## src/rtl/bch_syndrome_pkg.sv

```systemverilog
// Shared definitions for the BCH syndrome block: FSM encodings, default
// primitive polynomials for GF(2^3)..GF(2^8), and the GF squaring helper.
package bch_syndrome_pkg;

  typedef enum logic {
    ST_IDLE = 1'b0,
    ST_RUN  = 1'b1
  } bch_state_e;

  function automatic logic [8:0] bch_default_poly(input int m);
    case (m)
      3:       return 9'b000001011;
      4:       return 9'b000010011;
      5:       return 9'b000100101;
      6:       return 9'b001000011;
      7:       return 9'b010001001;
      8:       return 9'b100011101;
      default: return 9'b000010011;
    endcase
  endfunction

  // Squaring in GF(2^m) spreads bits to even positions, then reduces mod poly.
  function automatic logic [7:0] gf_sqr(input logic [7:0] a, input int m,
                                        input logic [8:0] poly);
    logic [15:0] p;
    p = '0;
    for (int i = 0; i < 8; i++) p[2*i] = a[i];
    for (int i = 15; i >= 1; i--) begin
      if (i >= m && p[i]) p = p ^ (16'(poly) << (i - m));
    end
    return p[7:0];
  endfunction

endpackage

```

## src/rtl/bch_syndrome_gf_mulc.sv

```systemverilog
// bch_gf_mulc: combinational multiply by the constant alpha^pK in GF(2^pM).
module bch_gf_mulc
  import bch_syndrome_pkg::*;
#(
  parameter int           pM    = 4,
  parameter logic [pM:0]  pPoly = 5'b10011,
  parameter int           pK    = 1
) (
  input  logic [pM-1:0] x,
  output logic [pM-1:0] y
);

  localparam int K = pK % ((1 << pM) - 1);

  // K successive multiply-by-alpha steps; K is a constant so this folds to XORs.
  always_comb begin
    y = x;
    for (int i = 0; i < K; i++) begin
      y = {y[pM-2:0], 1'b0} ^ (y[pM-1] ? pPoly[pM-1:0] : '0);
    end
  end

endmodule

```

## src/rtl/bch_syndrome.sv

```systemverilog
// Bit-serial BCH syndrome calculator (Horner accumulation, MSB-first input).
// Define BCH_SYN_EVEN_EN to also output even syndromes S2k = Sk^2.
//
// state   | meaning
// --------+-----------------------------------------------
// ST_IDLE | waiting for a valid sof bit
// ST_RUN  | accumulating bits 2..pN of the current codeword
module bch_syndrome
  import bch_syndrome_pkg::*;
#(
  parameter int           pM    = 4,
  parameter int           pT    = 2,
  parameter int           pN    = 15,
  parameter logic [pM:0]  pPoly = 5'b10011
) (
  input  logic                  clk,
  input  logic                  rst,
  input  logic                  i_valid,
  input  logic                  i_sof,
  input  logic                  i_d,
  output logic                  o_busy,
  output logic                  o_valid,
`ifdef BCH_SYN_EVEN_EN
  output logic [2*pT*pM-1:0]    o_syn,
`else
  output logic [pT*pM-1:0]      o_syn,
`endif
  output logic                  o_nz,
  output logic                  o_abort
);

`ifdef BCH_SYN_EVEN_EN
  localparam int NSYN = 2 * pT;
`else
  localparam int NSYN = pT;
`endif
  localparam int CW = (pN > 2) ? $clog2(pN) : 1;

  bch_state_e          state, state_nxt;
  logic [CW-1:0]       cnt_left;
  logic [pM-1:0]       acc      [pT];
  logic [pM-1:0]       acc_mul  [pT];
  logic [pM-1:0]       acc_step [pT];
  logic [pM-1:0]       acc_load;
  logic [pM-1:0]       syn_all  [NSYN];
  logic [NSYN*pM-1:0]  syn_flat;
  logic                do_load, do_step, do_last;

  assign acc_load = {{(pM-1){1'b0}}, i_d};

  for (genvar g = 0; g < pT; g++) begin : g_acc
    bch_gf_mulc #(.pM(pM), .pPoly(pPoly), .pK(2*g + 1)) u_mulc (
      .x (acc[g]),
      .y (acc_mul[g])
    );
    assign acc_step[g] = acc_mul[g] ^ acc_load;
  end

  // Results are formed from the post-update accumulators so they register
  // on the same edge that accepts the last bit.
  always_comb begin
    for (int i = 0; i < NSYN; i++) syn_all[i] = '0;
`ifdef BCH_SYN_EVEN_EN
    for (int i = 0; i < NSYN; i++) begin
      if (i % 2 == 0) syn_all[i] = acc_step[i/2];
      else            syn_all[i] = pM'(gf_sqr(8'(syn_all[(i+1)/2 - 1]), pM, 9'(pPoly)));
    end
`else
    for (int i = 0; i < NSYN; i++) syn_all[i] = acc_step[i];
`endif
    syn_flat = '0;
    for (int i = 0; i < NSYN; i++) syn_flat[i*pM +: pM] = syn_all[i];
  end

  always_ff @(posedge clk) begin
    if (rst) state <= ST_IDLE;
    else     state <= state_nxt;
  end

  always_comb begin
    state_nxt = state;
    case (state)
      ST_IDLE: if (do_load) state_nxt = ST_RUN;
      ST_RUN:  if (do_last) state_nxt = ST_IDLE;
      default: state_nxt = ST_IDLE;
    endcase
  end

  // A sof landing in the o_valid cycle starts the next frame immediately.
  always_comb begin
    do_load = i_valid & i_sof;
    do_step = i_valid & ~i_sof & (state == ST_RUN);
    do_last = do_step & (cnt_left == CW'(1));
    o_busy  = (state == ST_RUN) | (o_valid & do_load);
  end

  always_ff @(posedge clk) begin
    if (rst) begin
      cnt_left <= '0;
      for (int i = 0; i < pT; i++) acc[i] <= '0;
      o_valid  <= 1'b0;
      o_abort  <= 1'b0;
      o_syn    <= '0;
      o_nz     <= 1'b0;
    end else begin
      o_valid <= 1'b0;
      o_abort <= 1'b0;
      if (do_load) begin
        for (int i = 0; i < pT; i++) acc[i] <= acc_load;
        cnt_left <= CW'(pN - 1);
        if (state == ST_RUN) o_abort <= 1'b1;
      end else if (do_step) begin
        for (int i = 0; i < pT; i++) acc[i] <= acc_step[i];
        cnt_left <= cnt_left - CW'(1);
        if (do_last) begin
          o_syn   <= syn_flat;
          o_nz    <= |syn_flat;
          o_valid <= 1'b1;
        end
      end
    end
  end

endmodule

```

## config.mk

```make
export PLATFORM = sky130hd
export DESIGN_NAME = bch_syndrome
export DESIGN_NICKNAME = d
export VERILOG_FILES = /design/src/rtl/bch_syndrome_pkg.sv /design/src/rtl/bch_syndrome_gf_mulc.sv /design/src/rtl/bch_syndrome.sv
export SDC_FILE = /design/constraint.sdc
export NUM_CORES = 1
export LEC_CHECK = 0
export ABC_AREA = 1
export CAP_MARGIN = 30
export CORE_ASPECT_RATIO = 1.75
export CORE_MARGIN = 2
export CORE_UTILIZATION = 35
export CTS_BUF_LIST = sky130_fd_sc_hd__clkbuf_8 sky130_fd_sc_hd__clkbuf_16
export DETAILED_ROUTE_END_ITERATION = 10
export GPL_ROUTABILITY_DRIVEN = 0
export PLACE_DENSITY = 0.55
export RECOVER_POWER = 100
export SLEW_MARGIN = 40
export SYNTH_ARGS = -nofsm -noshare
export SYNTH_HDL_FRONTEND = slang
export SYNTH_HIERARCHICAL = 1
export SYNTH_SLANG_ARGS = --single-unit
```

## constraint.sdc

```tcl
create_clock -name clk -period 1.52 [get_ports clk]
set_input_delay 0.456 -clock clk [delete_from_list [all_inputs] [get_ports clk]]
set_output_delay 0.456 -clock clk [all_outputs]
set_load 0.1 [all_outputs]
```

* Word level (Yosys, flattened, before mapping)
Memories as Yosys holds them, arrays and structs flattened.
Index checks and enable logic that the tools add are counted.
** Cells by class
- Add/sub/neg operators :: 1
- Bitwise gates (word level) :: 20
- Eq/ne operators :: 1
- Multiplexer cells :: 23
- Reductions and logical operators :: 6
** Operators by type and width (number)
- $mux 4 :: 6
- $xor 4x4->4 :: 4
- $mux 1 :: 12
- $mux 2 :: 4
- $reduce_or 8->1 :: 1
- $xor 4x1->4 :: 2
- $and 1x1->1 :: 5
- $or 1x1->1 :: 5
- $eq 4x1->1 const B :: 1
- $not 1->1 :: 4
- $reduce_or 2->1 :: 2
- $sub 4x1->4 const B :: 1
- $reduce_and 3->1 :: 1
- $reduce_or 3->1 :: 1
- $pmux 1 s2 :: 1
- $reduce_bool 2->1 :: 1
** Storage, ports and cells
- Flip-flop bits (word level) :: 16
- Word-level logic and storage cells :: 59
- Memory bits (writable) :: 8
- Output and inout bits :: 12
- Memories kept :: 1
** Memory list
- acc :: words 2, width 4, read ports 2, clocked after Yosys merged registers in 0, write ports 2, RTL line bch_syndrome.sv:41 : logic [pM-1:0] acc [pT];

* Depth between registers and ports, before layout
Gate-level depths: netlist of run 1.
An unclocked memory read counts as a cell.
- Word-level depth :: 9
- Depth in mapped cells :: 9
- Mapped depth without buffers :: 9

* Modules after synthesis
Netlist of run 1, hierarchy kept.
** Modules (own cells, without submodules)
- bch_syndrome :: times used 1, seq. area each 560.5 um^2, cells each 119, area an instance 1044.8 um^2
- bch_gf_mulc (g_acc[1].u_mulc) :: times used 1, seq. area each 0.0 um^2, cells each 14, area an instance 56.3 um^2
- bch_gf_mulc (g_acc[0].u_mulc) :: times used 1, seq. area each 0.0 um^2, cells each 8, area an instance 41.3 um^2

* Worst setup path before layout of run 1
Ideal clock, no wire load.
- Kind :: reg2out
- Start :: reg o_valid
- End :: out o_busy
- Path slack :: -0.651 ns
- Buffers on the path :: 0
- Data arrival time :: 1.715 ns
- Stages on the path, launching flop included :: 3
- Cell sequence :: dfxtp_1 nand2_1 nand2_1
** On the way
- Longest elaborated chain between the ends :: 2
** Ends and longest elaborated chain
- start, declared :: RTL line bch_syndrome.sv:22 : output logic o_valid,
- start signal, assigned :: RTL line bch_syndrome.sv:101 : o_valid <= 1'b0;
- start signal, assigned :: RTL line bch_syndrome.sv:106 : o_valid <= 1'b0;
- start signal, assigned :: RTL line bch_syndrome.sv:118 : o_valid <= 1'b1;
- $and 1x1->1 :: RTL line bch_syndrome.sv:94 : o_busy = (state == ST_RUN) | (o_valid & do_load);
- $or 1x1->1 :: RTL line bch_syndrome.sv:94
- end, declared :: RTL line bch_syndrome.sv:21 : output logic o_busy,
No other way between the ends.

==> results of run 1 <==
cell families (layout without fill, tap and decap cells):
kind of cell / Yosys count / in the layout / share of synthesized area [%]
AND/OR/NAND/NOR: 77 / 77 / 32.3
buffers and inverters: 30 / 58 / 11.6
flip-flops: 24 / 24 / 49.1
AO/OA/AOI/OAI: 5 / 5 / 2.52
XOR/XNOR: 3 / 3 / 2.30
adder cells (fa/ha/maj): 2 / 2 / 2.19
metal layers:
layer | track usage [%] | part of all wire [%] | up-vias
li1 | - | - | 477
met1 | 13.6 | 36 | 430
met2 | 26.3 | 61 | 9
met4 | 5.83 | 1.2 | 0
met5 | 0 | 0 | -
met3 | 2.94 | 2.4 | 2
layout by cell type, fill, tap and decap left out:
| master | netlist | final |
|---|---|---|
| nand3_2 | 1 | 1 |
| nor3_1 | 2 | 2 |
| buf_4 | 4 | 9 |
| clkbuf_1 | 0 | 1 |
| nand2_4 | 1 | 2 |
| edfxtp_1 | 8 | 8 |
| nor2_4 | 7 | 3 |
| clkbuf_8 | 0 | 3 |
| dfxtp_1 | 16 | 15 |
| bufinv_16 | 0 | 1 |
| a21oi_1 | 2 | 2 |
| clkdlybuf4s25_1 | 0 | 1 |
| clkbuf_4 | 0 | 11 |
| nand2_2 | 1 | 3 |
| nand2_1 | 50 | 47 |
| inv_4 | 2 | 1 |
| inv_1 | 22 | 21 |
| inv_2 | 2 | 4 |
| buf_12 | 0 | 2 |
| clkbuf_2 | 0 | 2 |
| a31oi_1 | 1 | 1 |
| clkdlybuf4s50_1 | 0 | 1 |
| nand3_1 | 7 | 7 |
| xor2_1 | 3 | 3 |
| nor2_2 | 0 | 3 |
| o22ai_1 | 2 | 2 |
| dlygate4sd3_1 | 0 | 1 |
| ha_1 | 2 | 2 |
| nor2_1 | 8 | 9 |
| dfxtp_4 | 0 | 1 |
final cells by class:
class | count | area [sq um] | area share, %
clock buffers | 3 | 41.3 | 2.82
clock inverters | 1 | 30.0 | 2.05
inverters | 26 | 100 | 6.84
multi-input cells | 87 | 439 | 30.0
flip-flops and latches | 24 | 564 | 38.6
well taps | 43 | 53.8 | 3.68
repair buffers | 28 | 234 | 16.0
how the worst max path moves through the flow:
stage / endpoint / slack [ps] / cells after the start
after floorplan: o_busy / 60 / 4
after global placement: o_busy / -310 / 6
after detailed placement: o_busy / -340 / 6
after CTS: o_busy / 9 / 6
after global routing: o_busy / 3 / 3
final: o_syn[3] / 60 / 7
registers in the layout, summed over array words and instances, names as in the netlist:
signal	count
o_abort	1
cnt_left	4
o_syn	8
o_nz	1
o_valid	1
acc	8
state	1
worst max-delay path, stage by stage:
cell and delay [ps]:
dlygate4sd3_1 580, clkbuf_1 160, nor2_4 170, inv_4 80, nor2_2 110, nand2_1 70
nand2_1 60
per-stage QoR:
step	TNS, ps	hold slack, ps	instance area [sq um]
finish	0	448	1460
global route	0	484	1460
CTS	0	494	1650
detailed placement	-5990	481	1570
global placement	-5670	478	1570
floorplan	0	482	1150
power by group:
part           internal, mW  leakage [nW]  total [mW]  switching [mW]
logic                0.0694         0.444       0.173           0.104
clock network         0.352        0.0357       0.558           0.206
registers             0.684         0.217       0.698          0.0138
repair_timing:
item                       4_1_cts  5_1_grt
setup endpoints to repair        1        1
buffers inserted                 1        0
gates cloned                     0        0
gates resized for setup          7        2
pin swaps                        1        0
==> impl_metrics.env, run 1 <==
export IMPL_grt_max_degree=15
export IMPL_ctsHoldBuffers=0
export IMPL_synth_ff_type="dfxtp_1"
export IMPL_crit_required_ps=1730
export IMPL_cp_startpoint="rst"
export IMPL_ys_async_sr_fraction_pct=0
export IMPL_dp_slack_ps=-335
export IMPL_worstMarginPinSlew_ps=304
export IMPL_min_to="o_syn[6]"
export IMPL_final_cell_count_no_fill=212
export IMPL_io_pins=17
export IMPL_relSlewSlack_pct=79.8
export IMPL_yosys_top_cells_area="dfxtp_1 28%, edfxtp_1 21%, nand2_1 16%, inv_1 7.2%, nor2_4 6.9%"
export IMPL_root_buffer="clkbuf_8"
export IMPL_coreArea_sq_um=3140
export IMPL_grt_overflow=0
export IMPL_antenna_found_initial=0
export IMPL_critPathMaxFanout=6
export IMPL_r2r_cells=8
export IMPL_dr_total_vias=918
export IMPL_yosysMostFrequentCell="nand2_1"
export IMPL_port_buffers=16
export IMPL_max_cap_violations=0
export IMPL_leakagePower_nw=0.697
export IMPL_drive_above_1_share_pct=27.2
export IMPL_ys_ff_latch=24
export IMPL_num_rows=27
export IMPL_hold_start="o_syn[6]"
export IMPL_postLayoutSetupSlackWorst_ps=60.4
export IMPL_die_height_um=79.6
export IMPL_rsz0062_at_grt="no"
export IMPL_synth_edf_count=8
export IMPL_final_period_utilization_pct=96.0
export IMPL_initial_utilization_pct=36.4
export IMPL_synth_seq_area_share_pct=49.1
export IMPL_ir_drop_mv=0.838
export IMPL_grtUsageTotal_pct=14.0
export IMPL_report_power_total_mw=1.43
export IMPL_route_detailed_drc=0
export IMPL_fmax_mhz=685
export IMPL_numCtsBuffers=3
export IMPL_synth_cell_types=19
export IMPL_skew_ps=2.62
export IMPL_antenna_cells=0
export IMPL_grt_pass1_wl_mm=3.73
export IMPL_setup_viol=0
export IMPL_syn_area_per_cell_sq_um=8.10
export IMPL_holdCritPathClass="register to register"
export IMPL_netlist_area_leader_share_pct=28.0
export IMPL_drt_iter0_markers=13
export IMPL_syn_cell_area_sq_um=1140
export IMPL_tritoncts="done"
export IMPL_reg2reg_slack_ps=160
export IMPL_powerDensity_nw_per_um2=977
export IMPL_cts_buffer_depth=2
export IMPL_clk_pin_slew_ps=80
export IMPL_ant_nets=0
export IMPL_insertion_delay_ps=270
export IMPL_slew_violations=0
export IMPL_rr_endpoint="cnt_left[2]"
export IMPL_via_per_inst=4.33
export IMPL_critical_path_class="input port to register"
export IMPL_dieArea_sq_um=3750
export IMPL_dp_cells=207
export IMPL_drt_pass1_iterations=3
export IMPL_synth_common_cells="50 x nand2_1, 22 x inv_1, 16 x dfxtp_1, 8 x edfxtp_1, 8 x nor2_1"
export IMPL_nNetsFinal=177
export IMPL_status="finished, final reports clean"
export IMPL_hold_violations=0
export IMPL_chipWidth_um=47.2
export IMPL_start_kind="input port"
export IMPL_fill_cells=338
export IMPL_synthesis_nets=148
export IMPL_period_needed_ps=1460
export IMPL_wl_per_cell_um=10.7
export IMPL_r2r_start="state"
export IMPL_critPathArrivalTime_ps=1670
export IMPL_yosysTopAreaCell="dfxtp_1"
export IMPL_final_util_pct=46.6
export IMPL_grt_pass1_vias=915
export IMPL_hpwl_mm=1.83
export IMPL_crit_path_end_kind="register"
export IMPL_wl_mm=2.27
export IMPL_area_growth_pct=28.0
export IMPL_hold_depth=2
export IMPL_netlist_instances=141
export IMPL_cts_htree_levels=1
export IMPL_ys_warn_count=6
export IMPL_cts_sinks=24
Note: power is estimated with default switching activity, not from simulation.
==> run 2, diff against run 1 <==
--- a/config.mk
+++ b/config.mk
@@ -15,6 +15,7 @@
 export GPL_ROUTABILITY_DRIVEN = 0
 export PLACE_DENSITY = 0.55
 export RECOVER_POWER = 100
+export SKIP_CTS_REPAIR_TIMING = 1
 export SLEW_MARGIN = 40
 export SYNTH_ARGS = -nofsm -noshare
 export SYNTH_HDL_FRONTEND = slang
==> run 2 against run 1 <==
Net effect: flip-flop and latch count did not move; clock skew fell by 0.56 ps; design area rose by 0.94%; critical endpoint is now o_busy; largest cell class unchanged; largest power group unchanged.
==> impl_metrics.env, run 2 (synthesized netlist as in run 1, its figures left out) <==
export IMPL_via_per_inst=4.28
export IMPL_drive_above_1_share_pct=25.6
export IMPL_dp_cells=207
export IMPL_grt_overflow=0
export IMPL_num_rows=27
export IMPL_crit_required_ps=1060
export IMPL_tns_ps=0
export IMPL_root_buffer="clkbuf_8"
export IMPL_tritoncts="done"
export IMPL_dieArea_sq_um=3750
export IMPL_slew_violations=0
export IMPL_chipWidth_um=47.2
export IMPL_holdCritPathClass="register to register"
export IMPL_period_needed_ps=1460
export IMPL_die_height_um=79.6
export IMPL_port_buffers=16
export IMPL_layout_commonest_cell="nand2_1"
export IMPL_ant_nets=0
export IMPL_clk_pin_slew_ps=90
export IMPL_grt_pass1_vias=910
export IMPL_drt_pass1_iterations=3
export IMPL_final_period_utilization_pct=96.2
export IMPL_postLayoutSetupSlackWorst_ps=57.5
export IMPL_wl_per_cell_um=10.6
export IMPL_reg_largest_list="acc (8), o_syn (8), cnt_left (4)"
export IMPL_route_detailed_drc=0
export IMPL_powerDensity_nw_per_um2=970
export IMPL_grt_max_degree=15
export IMPL_antenna_found_initial=0
export IMPL_critPathMaxFanout=2
export IMPL_nNetsFinal=176
export IMPL_rsz0062_at_grt="no"
export IMPL_hpwl_mm=1.83
export IMPL_placed_area_sq_um=1570
export IMPL_io_pins=17
export IMPL_hold_depth=2
export IMPL_crit_path_end_kind="primary output"
export IMPL_final_cell_mix="47 x nand2_1, 21 x inv_1, 15 x dfxtp_1, 12 x clkbuf_4, 9 x nor2_1"
export IMPL_setup_viol=0
export IMPL_worstMarginPinSlew_ps=304
export IMPL_critPathArrivalTime_ps=1010
export IMPL_final_util_pct=47.0
export IMPL_drt_iter0_markers=16
export IMPL_report_power_total_mw=1.43
export IMPL_coreArea_sq_um=3140
export IMPL_whs_ps=449
export IMPL_grt_pass1_wl_mm=3.68
export IMPL_ir_drop_mv=0.835
export IMPL_final_cell_count_no_fill=211
export IMPL_design_area_sq_um=1480
export IMPL_relSlewSlack_pct=79.8
export IMPL_r2r_cells=8
export IMPL_initial_utilization_pct=36.4
export IMPL_status="finished, final reports clean"
export IMPL_numCtsBuffers=3
export IMPL_hold_violations=0
export IMPL_cts_sinks=24
export IMPL_grtUsageTotal_pct=13.8
export IMPL_cts_buffer_depth=2
export IMPL_start_kind="input port"
export IMPL_fmax_mhz=684
export IMPL_insertion_delay_ps=270
export IMPL_max_cap_violations=0
export IMPL_wl_mm=2.24
export IMPL_skew_ps=2.07
export IMPL_critical_path_class="input port to primary output"
export IMPL_cts_htree_levels=1
export IMPL_dp_slack_ps=-335
export IMPL_dr_total_vias=904
export IMPL_area_growth_pct=29.2
export IMPL_leakagePower_nw=0.712
export IMPL_antenna_cells=0
==> run 2: cell count changes in the layout (fill, tap and decap cells not counted), sizes merged <==
cell	previous run	this run
buf	11	9
clkdlybuf4s25	1	0
dlymetal6s2s	0	2
==> run 2: area by class of cell <==
| cell class | instances | area (sq um) |
|---|---|---|
| clock inverter | 1 | 30.0 |
| timing repair buffer | 27 | 248 |
| multi-input combinational | 87 | 439 |
| tap | 43 | 53.8 |
| clock buffer | 3 | 41.3 |
| inverter | 26 | 100 |
| sequential | 24 | 564 |
| fill | 340 | 1670 |
==> run 2: final timing paths <==
| kind | from | to | slack (ps) |
|---|---|---|---|
| worst max-delay path | i_sof | o_busy | 60 |
| worst min-delay path | o_syn[6] | o_syn[6] | 450 |
| worst max register to register | cnt_left[0] | o_syn[7] | 150 |
| worst min register to register | o_syn[6] | o_syn[6] | 450 |
==> run 2: metal layers <==
layer  wire length [um]  GRT usage, %  part of all wire (%)
met5                  0             0                     0
met2               1340          25.5                    60
met1                816          13.6                    36
met4                 26          5.83                   1.2
met3                 56          2.94                   2.5
==> run 2: critical path, stage by stage <==
cell            delay [ps]
dlymetal6s2s_1         140
nand2_2                 90
inv_2                   50
nand2_2                 70
nand2_4                 50
buf_12                 160
==> run 2: power by group <==
part	switching (mW)	internal (mW)
sequential	0.0137	0.684
clock	0.209	0.352
combinational	0.103	0.0701
==> run 3, diff against run 2 <==
--- a/config.mk
+++ b/config.mk
@@ -11,6 +11,7 @@
 export CORE_MARGIN = 2
 export CORE_UTILIZATION = 35
 export CTS_BUF_LIST = sky130_fd_sc_hd__clkbuf_8 sky130_fd_sc_hd__clkbuf_16
+export CTS_CLUSTER_SIZE = 14
 export DETAILED_ROUTE_END_ITERATION = 10
 export GPL_ROUTABILITY_DRIVEN = 0
 export PLACE_DENSITY = 0.55
==> results of run 3 <==
Same layout as run 2: the final DEF is identical, and so are final timing and power.
==> RTL change (flow settings as in run 3) <==
Register the output `o_syn` once more, cleared by the reset; this adds one clock of latency there. The other outputs are not delayed to match.
--- a/src/rtl/bch_syndrome.sv
+++ b/src/rtl/bch_syndrome.sv
@@ -35,6 +35,8 @@
   localparam int NSYN = pT;
 `endif
   localparam int CW = (pN > 2) ? $clog2(pN) : 1;
+
+  logic [pT*pM-1:0] o_syn_s0;
 
   bch_state_e          state, state_nxt;
   logic [CW-1:0]       cnt_left;
@@ -100,7 +102,7 @@
       for (int i = 0; i < pT; i++) acc[i] <= '0;
       o_valid  <= 1'b0;
       o_abort  <= 1'b0;
-      o_syn    <= '0;
+      o_syn_s0 <= '0;
       o_nz     <= 1'b0;
     end else begin
       o_valid <= 1'b0;
@@ -113,7 +115,7 @@
         for (int i = 0; i < pT; i++) acc[i] <= acc_step[i];
         cnt_left <= cnt_left - CW'(1);
         if (do_last) begin
-          o_syn   <= syn_flat;
+          o_syn_s0 <= syn_flat;
           o_nz    <= |syn_flat;
           o_valid <= 1'b1;
         end
@@ -121,5 +123,13 @@
     end
   end
 
+  always_ff @(posedge clk) begin
+    if (rst) begin
+      o_syn <= '0;
+    end else begin
+      o_syn <= o_syn_s0;
+    end
+  end
+
 endmodule
 
Function: same outputs for any inputs over 10 cycles, from zero or initial values and one cycle with rst high; that may be too few to reach the edited logic, so the function may still have changed.
==> RTL change against run 3 <==
Sequential cell count grew 8. Worst setup slack lost 0.011 ns. Synthesized cell count grew 7.8%. Critical path depth is the same. Design area grew 17%. Clock power is 58% higher. Synthesized area grew 15%. Via count increased by 11%. Sequential share of layout area up 3.8 points. Sequential power up 30%. First-iteration DRC count grew 13%. Total power increased by 37%. Utilization rose by 1.1 points. Wire length is 10% higher. Highest routed layer unchanged.
==> RTL change: results (changes against run 3) <==
status - finished clean (unchanged)
Mapped Avg Cell Area - 8.61 um2 (was 8.10 um2)
Reg2Reg Depth - 7 (was 8)
vias - 999 (was 904)
Reg-to-Reg Start - cnt_left[1] (was cnt_left[0])
Iter 0 DRT Violations - 18 (was 16)
Top Registers - acc x8, o_syn x8, o_syn_s0 x8 (was acc x8, o_syn x8, cnt_left x4)
initial antenna violation count - 0 (unchanged)
Worst Skew - 0.00328 ns (was 0.00207 ns)
final layout net count - 191 (was 176)
slowest stage delay, CP - 0.16 ns (about the same)
Hold Crit Class - register to register (unchanged)
Max transition margin - 79.6% (was 79.8%)
vias in the first global route - 1023 (was 910)
Post-synth EDFFs - 8 (unchanged)
hold worst-path end - o_syn[0] (was o_syn[6])
ANT nets after route - 0 (unchanged)
Reg-to-Reg End - o_nz (was o_syn[7])
placed cell count - 223 (was 207)
antenna cells - 0 (unchanged)
dpl cell area - 1740 um2 (was 1570 um2)
clock root buffer - clkbuf_8 (unchanged)
CTS Buf Count - 5 (was 3)
fin util - 48.1% (was 47.0%)
first-pass GRT wire length - 4240 um (was 3680 um)
critical path's slowest cell - buf_12 (unchanged)
post-synth cell types - 21 (was 19)
clock network latency to the later pin of the worst-skew pair - 0.28 ns
WL per Instance - 10.7 um (was 10.6 um)
Synth warnings - 6 (unchanged)
leading cell types by count after synthesis - 40 x nand2_1, 30 x inv_1, 24 x dfxtp_1 (was 50 x nand2_1, 22 x inv_1, 16 x dfxtp_1)
share of cells above drive strength 1 - 22.7% (was 25.6%)
pin count of the biggest net entering global routing - 11 (was 15)
R2R setup slack - 0.23 ns (was 0.15 ns)
VDD IR-drop max - 0.783 mV (was 0.835 mV)
Fill cells - 343 (was 340)
H-tree depth - 2 (was 1)
pre-CTS setup slack - -0.344 ns (was -0.335 ns)
leakage power - 0.925 nW (was 0.712 nW)
Max Root-Sink Buffers - 2 (unchanged)
top cells by area, synth - dfxtp_1 37%, edfxtp_1 18%, nand2_1 11% (was dfxtp_1 28%, edfxtp_1 21%, nand2_1 16%)
Synth Flop Type - dfxtp_1 (unchanged)
Clk pin slew, worst setup/hold paths - 0.06 ns (was 0.09 ns)
Min Hold Slack - 0.433 ns (was 0.449 ns)
gr usage total - 13.5% (was 13.8%)
hold_sp - o_syn_s0[0] (was o_syn[6])
Non-Filler Instances - 231 (was 211)
register area share after synthesis - 55.1% (was 49.1%)
First-pass DRT Iterations - 4 (was 3)
hold path depth - 2 (unchanged)
syn_nets - 159 (was 148)
Critical Path Fanout Max - 2 (unchanged)
IO buf count - 16 (unchanged)
Final HPWL DP - 1890 um (was 1830 um)
Post-synth ARST share - 0% (unchanged)
RTL change: final cells by class:
class,count,share of cell area [%]
clock buffer,7,5.58
clock inverter,1,1.74
inverter,32,7.02
multi-input combinational,83,25.4
sequential,32,42.0
tap,46,3.33
timing repair buffer,30,14.9
RTL change: cell families (layout without fill, tap and decap cells):
| kind of cell | Yosys count | count (layout) | share of synthesized area (%) |
|---|---|---|---|
| buffers and inverters | 37 | 70 | 11.9 |
| XOR/XNOR | 2 | 2 | 1.34 |
| adder cells (fa/ha/maj) | 2 | 2 | 1.91 |
| AO/OA/AOI/OAI | 16 | 16 | 7.74 |
| flip-flops | 32 | 32 | 55.1 |
| AND/OR/NAND/NOR | 63 | 63 | 22.0 |
RTL change: metal layers:
metal	GRT usage (%)	vias to the layer above	wire length, um
li1	-	531	-
met1	13.3	450	1020
met2	23.8	12	1310
met3	3.52	6	69
met4	9.09	0	72
met5	0	-	0
RTL change: worst max path at each step:
stage,start,to,slack (ns),cells after the start
floorplan,i_sof,o_busy,0.06,4
finish,i_sof,o_busy,0.05,6
global placement,i_sof,o_busy,-0.31,6
detailed placement,i_sof,o_busy,-0.34,6
global route,i_sof,o_busy,0.01,6
CTS,i_sof,o_busy,-0.35,6
RTL change: power breakdown:
group	internal [mW]	switching, mW
combinational	0.0688	0.103
clock	0.578	0.308
sequential	0.894	0.0140
RTL change: critical path: cells and delay by family:
family / cells / cell delay [ns]
buf+inv: 3 / 0.34
simple gates: 3 / 0.22
